[config.mk]
export PLATFORM = sky130hd
export DESIGN_NAME = mul_div_unit_flat
export DESIGN_NICKNAME = d
export VERILOG_FILES = /design/src/rtl/mdu_pkg.sv /design/src/rtl/mul_div_unit_if.sv /design/src/rtl/mdu_sign_fix.sv /design/src/rtl/mul_div_unit.sv /design/src/flat_wrapper.sv
export SDC_FILE = /design/constraint.sdc
export NUM_CORES = 1
export LEC_CHECK = 0
export CAP_MARGIN = 30
export CORE_MARGIN = 1.5
export CORE_UTILIZATION = 55
export CTS_CLUSTER_SIZE = 16
export DETAILED_ROUTE_END_ITERATION = 8
export GPL_TIMING_DRIVEN = 0
export HOLD_SLACK_MARGIN = 0.12
export PLACE_DENSITY = 0.75
export SLEW_MARGIN = 5
export SYNTH_ARGS = -nofsm -noshare
export SYNTH_HDL_FRONTEND = slang
export SYNTH_SLANG_ARGS = --single-unit
[constraint.sdc]
create_clock -name clk -period 5.3 [get_ports clk]
set_input_delay 0.53 -clock clk [delete_from_list [all_inputs] [get_ports clk]]
set_output_delay 0.53 -clock clk [all_outputs]
set_load 0.01 [all_outputs]
[src/rtl/mdu_pkg.sv]
// mdu_pkg
// Shared definitions for the iterative multiply/divide unit: operation
// encodings, FSM state encoding, iteration count and small op-decoding helpers.
package mdu_pkg;

    localparam int MDU_ITER = 32;

    typedef enum logic [1:0] {
        MDU_MULT  = 2'b00,
        MDU_MULTU = 2'b01,
        MDU_DIV   = 2'b10,
        MDU_DIVU  = 2'b11
    } mdu_op_e;

    typedef enum logic [1:0] {
        ST_IDLE  = 2'b00,
        ST_CALC  = 2'b01,
        ST_FINAL = 2'b10
    } mdu_state_e;

    // MULT and DIV are the signed variants; bit 0 clear in their encoding.
    function automatic logic op_is_signed(input mdu_op_e op);
        return ~op[0];
    endfunction

    function automatic logic op_is_div(input mdu_op_e op);
        return op[1];
    endfunction

endpackage

[src/rtl/mul_div_unit_if.sv]
// mul_div_unit_if
// Groups the request, MTHI/MTLO and result signals of the multiply/divide unit.
//   master : issues operations and HI/LO writes (execute-stage control / bench)
//   slave  : the multiply/divide unit itself
// Signals: start, op, rs_val, rt_val, hi_we, lo_we, wdata (master -> slave);
//          busy, done, hi, lo (slave -> master).
interface mul_div_unit_if #(
    parameter int WIDTH = 32
);
    import mdu_pkg::*;

    logic             start;
    mdu_op_e          op;
    logic [WIDTH-1:0] rs_val;
    logic [WIDTH-1:0] rt_val;
    logic             hi_we;
    logic             lo_we;
    logic [WIDTH-1:0] wdata;
    logic             busy;
    logic             done;
    logic [WIDTH-1:0] hi;
    logic [WIDTH-1:0] lo;

    modport master (
        output start, op, rs_val, rt_val, hi_we, lo_we, wdata,
        input  busy, done, hi, lo
    );

    modport slave (
        input  start, op, rs_val, rt_val, hi_we, lo_we, wdata,
        output busy, done, hi, lo
    );

endinterface

[src/rtl/mdu_sign_fix.sv]
// mdu_sign_fix
// Combinational result correction applied in the FINAL state.
// Ports:
//   is_div   : latched op is DIV/DIVU
//   div_zero : latched divisor magnitude is zero
//   neg_res  : product / quotient must be negated (operand signs differ, signed op)
//   neg_rem  : remainder must be negated (dividend negative, signed divide)
//   mag      : unsigned iteration result; product, or {remainder, quotient}
//   a_mag    : latched magnitude of rs_val
//   hi_res   : value to load into HI
//   lo_res   : value to load into LO
module mdu_sign_fix #(
    parameter int WIDTH = 32
) (
    input  logic               is_div,
    input  logic               div_zero,
    input  logic               neg_res,
    input  logic               neg_rem,
    input  logic [2*WIDTH-1:0] mag,
    input  logic [WIDTH-1:0]   a_mag,
    output logic [WIDTH-1:0]   hi_res,
    output logic [WIDTH-1:0]   lo_res
);

    logic [2*WIDTH-1:0] prod;
    logic [WIDTH-1:0]   quot;
    logic [WIDTH-1:0]   rem;
    logic [WIDTH-1:0]   dividend;

    // For a signed op neg_rem is exactly the sign of rs_val, so re-negating the
    // magnitude recovers the original operand without storing it separately
    // (0x80000000 maps onto itself, which is also what we want).
    always_comb begin
        prod     = neg_res ? -mag : mag;
        quot     = mag[WIDTH-1:0];
        rem      = mag[2*WIDTH-1:WIDTH];
        dividend = neg_rem ? -a_mag : a_mag;

        hi_res = prod[2*WIDTH-1:WIDTH];
        lo_res = prod[WIDTH-1:0];

        if (is_div) begin
            if (div_zero) begin
                hi_res = dividend;
                lo_res = '1;
            end else begin
                // Negating 0x80000000 wraps back to 0x80000000, which gives the
                // required DIV 0x80000000 / -1 result with no special case.
                lo_res = neg_res ? -quot : quot;
                hi_res = neg_rem ? -rem : rem;
            end
        end
    end

endmodule

[src/rtl/mul_div_unit.sv]
// mul_div_unit
// Iterative 32-cycle multiply/divide unit with architectural HI/LO registers.
// Ports:
//   clk   : clock, all state updates on the rising edge
//   reset : asynchronous, active-low; clears all state
//   bus   : mul_div_unit_if.slave
//           start/op/rs_val/rt_val request an operation (taken only when idle),
//           hi_we/lo_we/wdata perform MTHI/MTLO when idle and not starting,
//           busy/done report progress, hi/lo are the registered HI/LO values.
module mul_div_unit
    import mdu_pkg::*;
#(
    parameter int WIDTH = MDU_ITER
) (
    input  logic            clk,
    input  logic            reset,
    mul_div_unit_if.slave   bus
);

    localparam int               CNT_W = $clog2(WIDTH);
    localparam logic [CNT_W-1:0] LAST  = CNT_W'(WIDTH - 1);

    mdu_state_e         state;
    logic [CNT_W-1:0]   cnt;
    mdu_op_e            op_q;
    logic               sign_a;
    logic               sign_b;
    logic [WIDTH-1:0]   a_mag;
    logic [WIDTH-1:0]   b_mag;
    logic [2*WIDTH-1:0] acc;
    logic               busy_q;
    logic               done_q;
    logic [WIDTH-1:0]   hi_q;
    logic [WIDTH-1:0]   lo_q;

    logic               rs_neg;
    logic               rt_neg;
    logic [WIDTH-1:0]   rs_mag;
    logic [WIDTH-1:0]   rt_mag;

    logic [WIDTH:0]     mul_sum;
    logic [2*WIDTH-1:0] mul_next;
    logic [WIDTH:0]     div_shift;
    logic [WIDTH:0]     div_diff;
    logic               div_fits;
    logic [2*WIDTH-1:0] div_next;

    logic [WIDTH-1:0]   hi_res;
    logic [WIDTH-1:0]   lo_res;

    assign bus.busy = busy_q;
    assign bus.done = done_q;
    assign bus.hi   = hi_q;
    assign bus.lo   = lo_q;

    // Operand magnitudes as presented on the accepting edge; unsigned ops pass
    // the raw operands through.
    always_comb begin
        rs_neg = op_is_signed(bus.op) & bus.rs_val[WIDTH-1];
        rt_neg = op_is_signed(bus.op) & bus.rt_val[WIDTH-1];
        rs_mag = rs_neg ? -bus.rs_val : bus.rs_val;
        rt_mag = rt_neg ? -bus.rt_val : bus.rt_val;
    end

    // One iteration of each algorithm.
    // Multiply: acc = {partial product, remaining multiplier bits}; add the
    // multiplicand into the upper half when the current multiplier bit is set,
    // then shift right so the carry lands in the top bit.
    // Divide: acc = {partial remainder, remaining dividend bits}; shift the next
    // dividend bit into the remainder, subtract the divisor when it fits, and
    // shift the quotient bit into the vacated low bit.
    always_comb begin
        mul_sum   = {1'b0, acc[2*WIDTH-1:WIDTH]} + (acc[0] ? {1'b0, a_mag} : '0);
        mul_next  = {mul_sum, acc[WIDTH-1:1]};

        div_shift = {acc[2*WIDTH-1:WIDTH], acc[WIDTH-1]};
        div_fits  = (div_shift >= {1'b0, b_mag});
        div_diff  = div_shift - {1'b0, b_mag};
        div_next  = {(div_fits ? div_diff[WIDTH-1:0] : div_shift[WIDTH-1:0]),
                     acc[WIDTH-2:0], div_fits};
    end

    mdu_sign_fix #(
        .WIDTH (WIDTH)
    ) u_sign_fix (
        .is_div   (op_is_div(op_q)),
        .div_zero (b_mag == '0),
        .neg_res  (sign_a ^ sign_b),
        .neg_rem  (sign_a),
        .mag      (acc),
        .a_mag    (a_mag),
        .hi_res   (hi_res),
        .lo_res   (lo_res)
    );

    // Control FSM plus all datapath registers. The accumulator is loaded with
    // the operand that gets shifted out (multiplier or dividend) in its low
    // half and a cleared upper half. A new request takes priority over
    // MTHI/MTLO in the same idle cycle; both are ignored while busy.
    always_ff @(posedge clk or negedge reset) begin
        if (!reset) begin
            state  <= ST_IDLE;
            cnt    <= '0;
            op_q   <= MDU_MULT;
            sign_a <= 1'b0;
            sign_b <= 1'b0;
            a_mag  <= '0;
            b_mag  <= '0;
            acc    <= '0;
            busy_q <= 1'b0;
            done_q <= 1'b0;
            hi_q   <= '0;
            lo_q   <= '0;
        end else begin
            done_q <= 1'b0;
            case (state)
                ST_IDLE: begin
                    if (bus.start) begin
                        op_q   <= bus.op;
                        sign_a <= rs_neg;
                        sign_b <= rt_neg;
                        a_mag  <= rs_mag;
                        b_mag  <= rt_mag;
                        acc    <= {{WIDTH{1'b0}}, (op_is_div(bus.op) ? rs_mag : rt_mag)};
                        cnt    <= '0;
                        busy_q <= 1'b1;
                        state  <= ST_CALC;
                    end else begin
                        if (bus.hi_we) begin
                            hi_q <= bus.wdata;
                        end
                        if (bus.lo_we) begin
                            lo_q <= bus.wdata;
                        end
                    end
                end
                ST_CALC: begin
                    acc <= op_is_div(op_q) ? div_next : mul_next;
                    cnt <= cnt + 1'b1;
                    if (cnt == LAST) begin
                        state <= ST_FINAL;
                    end
                end
                ST_FINAL: begin
                    hi_q   <= hi_res;
                    lo_q   <= lo_res;
                    done_q <= 1'b1;
                    busy_q <= 1'b0;
                    state  <= ST_IDLE;
                end
                default: begin
                    busy_q <= 1'b0;
                    state  <= ST_IDLE;
                end
            endcase
        end
    end

endmodule

[src/flat_wrapper.sv]
// flat-port wrapper written by rule: the top's interface ports become plain ports
module mul_div_unit_flat import mdu_pkg::*;
#(
    parameter int WIDTH = MDU_ITER
)
  (clk, reset, bus_start, bus_op, bus_rs_val, bus_rt_val, bus_hi_we, bus_lo_we, bus_wdata, bus_busy, bus_done, bus_hi, bus_lo);
  mul_div_unit_if #(.WIDTH(WIDTH)) bus_i ();
  input  logic clk;
  input  logic reset;
  input wire logic [$bits(bus_i.start)-1:0] bus_start;
  input wire logic [$bits(bus_i.op)-1:0] bus_op;
  input wire logic [$bits(bus_i.rs_val)-1:0] bus_rs_val;
  input wire logic [$bits(bus_i.rt_val)-1:0] bus_rt_val;
  input wire logic [$bits(bus_i.hi_we)-1:0] bus_hi_we;
  input wire logic [$bits(bus_i.lo_we)-1:0] bus_lo_we;
  input wire logic [$bits(bus_i.wdata)-1:0] bus_wdata;
  output wire logic [$bits(bus_i.busy)-1:0] bus_busy;
  output wire logic [$bits(bus_i.done)-1:0] bus_done;
  output wire logic [$bits(bus_i.hi)-1:0] bus_hi;
  output wire logic [$bits(bus_i.lo)-1:0] bus_lo;
  assign bus_i.start = bus_start;
  assign bus_i.op = bus_op;
  assign bus_i.rs_val = bus_rs_val;
  assign bus_i.rt_val = bus_rt_val;
  assign bus_i.hi_we = bus_hi_we;
  assign bus_i.lo_we = bus_lo_we;
  assign bus_i.wdata = bus_wdata;
  assign bus_busy = bus_i.busy;
  assign bus_done = bus_i.done;
  assign bus_hi = bus_i.hi;
  assign bus_lo = bus_i.lo;
  mul_div_unit #(.WIDTH(WIDTH)) u_core (.clk(clk), .reset(reset), .bus(bus_i));
endmodule
==> results.yml, run 1 <==
global_route:
  grt_pass1_vias: 18163
  grt_start_max_net_pins: 113
  grt_use_met1: 0.585
  globalRoute.busiestLayer: "met2"
  use_met3: 0.0901
  grt_overflow: 0
  grt_first_pass_wirelength_um: 108000
  grt_use_total: 0.435
  global_route.usage.met2: 0.661
  number_of_antenna_violations_at_the_first_check_in_global_routing: 1
synth:
  synthDominantCellAreaShare: 0.293
  count_of_yosys_warnings_during_synthesis: 0
  synth-seq-area-share: 0.293
  syn-num-nets: 2399
  synth_enable_flop_cells: 0
  yosys_register_bits: 204
  yosys.area.top_type: "dfrtp_1"
  synth_area_leaders: "dfrtp_1 (29%), o21ai_0 (6.8%), a21oi_1 (6.4%)"
  synth_area_per_cell_um2: 7.83
  synthesis.area_um2: 17400
  synth.lib_cells_used.distinct: 77
  async_flop_share: 1.00
  synth_top_flop_cell: "dfrtp_1"
  syn-instance-count: 2223
sta:
  final.min_clock_period_ps: 4590
  fin_hold_ws_ps: 385
  grt_setup_unrepaired: "no"
  finalSetupViolations: 0
  timing.final.hold_violations: 0
  worst_clock_skew_ps: 13.7
  timing.final.crit_share: 0.867
  maximum_achievable_frequency_ghz: 0.218
  slew_of_the_pin_with_the_lowest_slew_margin_ps: 1050
  final_max_slew_viol_count: 0
  worst_slew_margin_rel: 0.300
  fin_setup_tns_ps: 0
clocking:
  tritoncts: "built"
  max-clock-path-buffers: 3
  cts_max_level: 1
  buffer_cell_driving_the_clock_tree_root: "clkbuf_16"
  worst_skew_pair_latency_ps: 550
  cts.sink_count: 204
  path_clk_slew_ps: 70
  cts_inserted_buffers: 23
die:
  dieWidth_um: 181
  pin_count: 169
  die_area_um2: 32700
  die_span_y_um: 181
  floorplan.initialDensity: 0.564
  standard_cell_rows: 64
  coreArea_um2: 30800
final_layout:
  finalNetCount: 2597
  regArea_um2: 5100
  layout-area-overhead-vs-synth_pct: 17.5
  multiInputGateArea_um2: 11400
  commonest_non_fill_non_tap_cell_in_the_layout: "o21ai_0"
  num-fill-cells: 2689
  final_antenna_diode_count: 0
  most_frequent_cells_in_the_layout: "o21ai_0 (235), a21oi_1 (222), nand2_1 (217), dfrtp_1 (204), nor2_1 (175)"
  layout.cell_area.non_filler_um2: 20500
  post_layout_nonfiller_instances: 2833
  drive_above_1_share: 0.0328
worst_setup_path:
  timing.critical_path.to_type: "flip-flop"
  worst_path_max_delay_cell: "dfrtp_1"
  max_stage_delay_ps: 600
  critical_path.n_buffers_inverters: 3
  timing.reg2reg.setup_slack_ps: 710
  crit_family: "compound AO/OA/AOI/OAI gates"
  critical_path.cell_chain: "clkbuf_1 -> inv_1 -> nor2_1 -> ha_1 -> inv_1 -> fa_1 -> nand2b_1 -> a21oi_1 -> nor4b_1 -> o21ai_0 -> a41oi_1 -> o211ai_1 -> a41oi_1 -> xor2_1 -> a221oi_1"
  cp_data_arrival_time_ps: 5050
  path_max_fanout: 10
  criticalPathCategory: "flip-flop to flip-flop"
  crit_path_start_kind: "flip-flop"
  critPathRequiredTime_ps: 5750
placement:
  globalplace.congestion: 1.05
  buffer_ports.inserted: 167
  placement.cell_area_um2: 19600
  numPlacedInstances: 2790
  detailed_place_hpwl_um: 57400
hold_path:
  hold_class: "input pin to asynchronous set/reset pin"
detailed_routing:
  detail_route_antenna_nets: 0
  route.detailed.vias_per_inst: 6.84
  remaining_drc_errors: 0
  routed_wire_length_um: 72800
  wire_length_per_cell_after_detailed_routing_um: 25.7
  drt_iter0_markers: 2742
  router_iterations_before_antenna_repair: 8
  dr_total_vias: 19373
pwr:
  peakVddDrop_mv: 0.468
  power-per-cell-area_nw_per_um2: 742
  leakage_power_nw: 8.12
job:
  cap_viol_max_count: 0
status:
  status: "finished clean"
per-stage QoR:
stage / setup slack, ps / utilization / total power, W
final: 706 / 0.663 / 0.0152
after global routing: 530 / 0.663 / 0.0161
after CTS: 884 / 0.663 / 0.0148
after detailed placement: 906 / 0.637 / 0.0130
after global placement: -4810 / 0.635 / 0.0128
after floorplan: 2040 / - / 0.00973
cell type report:
class,count,area share
clock buffers,32,0.0318
plain buffers,160,0.0303
multi-input cells,1785,0.557
flip-flops and latches,204,0.250
well taps,396,0.0242
inverters,74,0.0136
clock inverters,9,0.00710
repair buffers,173,0.0861
worst paths after layout:
check,from,end,depth (start not counted)
max in group asynchronous,reset,u_core.bus.hi[23]$_DFFE_PN0P_,4
worst min-delay path,reset,u_core.b_mag[20]$_DFFE_PN0P_,2
min in group clk,u_core.bus.hi[16]$_DFFE_PN0P_,u_core.bus.hi[16]$_DFFE_PN0P_,2
worst min register to register,u_core.bus.hi[16]$_DFFE_PN0P_,u_core.bus.hi[16]$_DFFE_PN0P_,2
worst max-delay path,u_core.acc[0]$_DFFE_PN0P_,u_core.acc[61]$_DFFE_PN0P_,15
worst max register to register,u_core.acc[0]$_DFFE_PN0P_,u_core.acc[61]$_DFFE_PN0P_,15
where the power goes:
group / switching, W / internal [W]
registers: 0.00105 / 0.00234
clock network: 0.000716 / 0.00101
logic: 0.00602 / 0.00405
sequential cells by signal, summed over array words and instances (netlist names):
| signal | count |
|---|---|
| u_core.bus.busy | 1 |
| u_core.bus.done | 1 |
| u_core.acc | 64 |
| u_core.bus.hi | 32 |
| u_core.cnt | 5 |
| u_core.op_q | 1 |
| u_core.b_mag | 32 |
| u_core.state | 2 |
| u_core.sign_a | 1 |
| u_core.a_mag | 32 |
| u_core.bus.lo | 32 |
| u_core.sign_b | 1 |
layer usage:
| layer | routed length, µm | vias up | part of all wire |
|---|---|---|---|
| met5 | 13 | - | 0.00018 |
| met4 | 4480 | 2 | 0.062 |
| met3 | 8460 | 306 | 0.12 |
| met2 | 31100 | 1334 | 0.43 |
| met1 | 28700 | 9238 | 0.39 |
| li1 | - | 8493 | - |
logic make-up (layout without fill, tap and decap cells):
kind of cell,after synthesis,count (layout),synth area share
fa+ha+maj,73,73,0.0534
compound gates,777,777,0.278
buf+inv,234,448,0.0516
xor+xnor,199,199,0.100
flops,204,204,0.293
simple gates,681,681,0.188
mux,55,55,0.0355
synth_stat cells (all sizes together), types with 5 or more instances:
| library cell | n |
|---|---|
| nand2 | 217 |
| and2 | 40 |
| a221oi | 9 |
| nor3b | 8 |
| mux4 | 5 |
| nand2b | 21 |
| ha | 71 |
| o21a | 9 |
| xnor2 | 114 |
| o211ai | 22 |
| nor4 | 23 |
| a221o | 30 |
| mux2i | 47 |
| o21bai | 6 |
| a211oi | 62 |
| clkbuf | 134 |
| nand3 | 41 |
| xor2 | 85 |
| nand4 | 7 |
| a32oi | 5 |
| o221ai | 9 |
| nor3 | 56 |
| dfrtp | 204 |
| o22ai | 10 |
| o311ai | 6 |
| a22oi | 20 |
| o41ai | 14 |
| nor2 | 175 |
| or2 | 6 |
| and3 | 18 |
| o21ai | 239 |
| o31ai | 18 |
| inv | 73 |
| or3 | 26 |
| a21oi | 222 |
| nor2b | 12 |
| a31oi | 27 |
| buf | 26 |
| a21o | 27 |
| or4 | 18 |
timing repair:
action / CTS / global route
hold buffers: 1 / 0
setup buffers: 0 / 0
resized for setup: 0 / 0
endpoints found under the setup margin: 0 / 0
hold endpoints to repair: 18 / 0
worst register-to-register path: cells and delay by family, from the launching register on:
family / cells / cell delay (ps)
simple gates: 3 / 420
compound gates: 6 / 1910
buf+inv: 3 / 790
xor+xnor: 1 / 180
fa+ha+maj: 2 / 610
flops: 1 / 600
Note: power is estimated with default switching activity, not from simulation.
==> inputs of run 2 (changes only) <==
--- a/config.mk
+++ b/config.mk
@@ -6,13 +6,16 @@
 export NUM_CORES = 1
 export LEC_CHECK = 0
 export CAP_MARGIN = 30
+export CELL_PAD_IN_SITES_DETAIL_PLACEMENT = 1
+export CELL_PAD_IN_SITES_GLOBAL_PLACEMENT = 1
 export CORE_MARGIN = 1.5
-export CORE_UTILIZATION = 55
+export CORE_UTILIZATION = 47
 export CTS_CLUSTER_SIZE = 16
 export DETAILED_ROUTE_END_ITERATION = 8
 export GPL_TIMING_DRIVEN = 0
 export HOLD_SLACK_MARGIN = 0.12
-export PLACE_DENSITY = 0.75
+export PLACE_DENSITY = 0.85
+export SETUP_SLACK_MARGIN = 0.5
 export SLEW_MARGIN = 5
 export SYNTH_ARGS = -nofsm -noshare
 export SYNTH_HDL_FRONTEND = slang
==> results.yml, run 2 (synthesis results as in run 1) <==
die:
  coreArea_um2: 36500
  pin_count: 169
  standard_cell_rows: 70
  die_span_y_um: 195
  dieWidth_um: 195
  die_area_um2: 38200
  floorplan.initialDensity: 0.476
global_route:
  grt_start_max_net_pins: 105
  grt_overflow: 0
  grt_first_pass_wirelength_um: 122000
  number_of_antenna_violations_at_the_first_check_in_global_routing: 5
  grt_pass1_vias: 19792
  grt_use_total: 0.423
clocking:
  max-clock-path-buffers: 3
  cts_max_level: 1
  cts.sink_count: 204
  cts_inserted_buffers: 25
  worst_skew_pair_latency_ps: 570
  tritoncts: "built"
  buffer_cell_driving_the_clock_tree_root: "clkbuf_16"
  path_clk_slew_ps: 70
worst_setup_path:
  critical_path.reg2reg.startpoint: "u_core.acc[0]$_DFFE_PN0P_"
  cp_data_arrival_time_ps: 4880
  criticalPathCategory: "flip-flop to flip-flop"
  worst_path_max_delay_cell: "dfrtp_1"
  critical_path.n_buffers_inverters: 3
  path_max_fanout: 10
  setup.worst_path.start: "u_core.acc[0]$_DFFE_PN0P_"
  critical_path.cell_chain: "clkbuf_2 -> inv_1 -> nor2_1 -> ha_1 -> inv_1 -> fa_1 -> nand2b_1 -> a21oi_1 -> nor4b_1 -> o21ai_1 -> a41oi_1 -> o211ai_1 -> a41oi_1 -> xor2_1 -> a221oi_1"
  critPathRequiredTime_ps: 5750
  max_stage_delay_ps: 630
  critical_path_depth: 15
  reg2reg_depth: 15
  timing.critical_path.to_type: "flip-flop"
  crit_end: "u_core.acc[61]$_DFFE_PN0P_"
  crit_path_start_kind: "flip-flop"
  crit_family: "compound AO/OA/AOI/OAI gates"
  timing.reg2reg.setup_slack_ps: 870
  reg2reg_to: "u_core.acc[61]$_DFFE_PN0P_"
sta:
  fin_hold_ws_ps: 495
  timing.final.crit_share: 0.835
  maximum_achievable_frequency_ghz: 0.226
  slew_of_the_pin_with_the_lowest_slew_margin_ps: 1080
  worst_clock_skew_ps: 20.0
  final_max_slew_viol_count: 0
  finalSetupViolations: 0
  worst_slew_margin_rel: 0.278
  final.min_clock_period_ps: 4430
  timing.final.hold_violations: 0
  grt_setup_unrepaired: "no"
detailed_routing:
  detail_route_antenna_nets: 0
  router_iterations_before_antenna_repair: 7
  routed_wire_length_um: 82300
  dr_total_vias: 19409
  route.detailed.vias_per_inst: 6.68
  drt_iter0_markers: 1764
  wire_length_per_cell_after_detailed_routing_um: 28.3
  remaining_drc_errors: 0
final_layout:
  top_register: "u_core.acc"
  layout.cell_area.non_filler_um2: 20500
  largest_register_ffs: 64
  finalNetCount: 2599
  commonest_non_fill_non_tap_cell_in_the_layout: "o21ai_0"
  layout-area-overhead-vs-synth_pct: 17.9
  drive_above_1_share: 0.0349
  most_frequent_cells_in_the_layout: "o21ai_0 (234), a21oi_1 (222), nand2_1 (217), dfrtp_1 (204), nor2_1 (174)"
  post_layout_nonfiller_instances: 2906
  final_antenna_diode_count: 0
pwr:
  leakage_power_nw: 8.12
  switchingPower_w: 0.00820
  power_switching_share: 0.526
  post-layout-total-power_w: 0.0156
  power-per-cell-area_nw_per_um2: 760
  combinationalPowerShare: 0.669
  p_int_w: 0.00738
  power.sequential.fraction: 0.221
  pwr-share-clk: 0.111
  peakVddDrop_mv: 0.379
placement:
  numPlacedInstances: 2862
  buffer_ports.inserted: 167
  detailed_place_hpwl_um: 65100
  globalplace.congestion: 1.01
  placement.cell_area_um2: 19700
job:
  cap_viol_max_count: 0
hold_path:
  hold_class: "flip-flop to flip-flop"
status:
  status: "finished clean"
[run 2: power groups by stage]
stage	Clock (W)	Combinational (W)	Sequential [W]
after floorplan	0	0.00670	0.00303
after global placement	0	0.00971	0.00334
after detailed placement	0	0.0100	0.00338
after CTS	0.00171	0.0101	0.00337
after global routing	0.00177	0.0112	0.00348
final	0.00172	0.0104	0.00344
[run 2: timing repair]
action	in CTS	in global routing
endpoints found under the hold margin	103	0
gates resized for setup	0	6
hold buffers	1	0
setup buffers	0	0
setup endpoints to repair	0	8
[run 2: layout make-up]
class / count / area (µm²)
well taps: 468 / 586
multi-input cells: 1785 / 11400
plain buffers: 160 / 623
clock inverters: 8 / 82.6
repair buffers: 173 / 1740
flip-flops and latches: 204 / 5100
fillers: 4533 / 16000
clock buffers: 34 / 709
inverters: 74 / 278
[run 2: worst register-to-register path, cell delays in order (launching register included)]
cell,delay (ps)
dfrtp_1,630
clkbuf_2,360
inv_1,150
nor2_1,160
ha_1,250
inv_1,70
fa_1,390
nand2b_1,200
a21oi_1,190
nor4b_1,90
o21ai_1,400
a41oi_1,380
o211ai_1,340
a41oi_1,180
xor2_1,180
a221oi_1,320
[run 2: metrics by stage]
stage	setup WS, ps	util	TNS, ps
floorplan	2040	-	0
global placement	-5070	0.538	-1026930
detailed placement	669	0.540	0
CTS	628	0.561	0
global route	602	0.562	0
finish	874	0.562	0
[run 2: per-layer routing]
metal	up-vias	global-route usage	routed length (µm)
met4	6	0.215	4910
met5	-	0	37
met1	9697	0.548	34000
li1	8497	-	-
met3	273	0.0807	6670
met2	936	0.674	36700
[run 2: worst min-delay path by stage]
stage / slack, ps / end / cells after the start / from
finish: 500 / u_core.bus.hi[16]$_DFFE_PN0P_ / 2 / u_core.bus.hi[16]$_DFFE_PN0P_
global route: 530 / u_core.bus.hi[16]$_DFFE_PN0P_ / 2 / u_core.bus.hi[16]$_DFFE_PN0P_
CTS: 490 / u_core.bus.hi[16]$_DFFE_PN0P_ / 2 / u_core.bus.hi[16]$_DFFE_PN0P_
detailed placement: 470 / u_core.bus.hi[16]$_DFFE_PN0P_ / 2 / u_core.bus.hi[16]$_DFFE_PN0P_
global placement: 470 / u_core.bus.hi[16]$_DFFE_PN0P_ / 2 / u_core.bus.hi[16]$_DFFE_PN0P_
floorplan: 230 / u_core.a_mag[0]$_DFFE_PN0P_ / 0 / reset
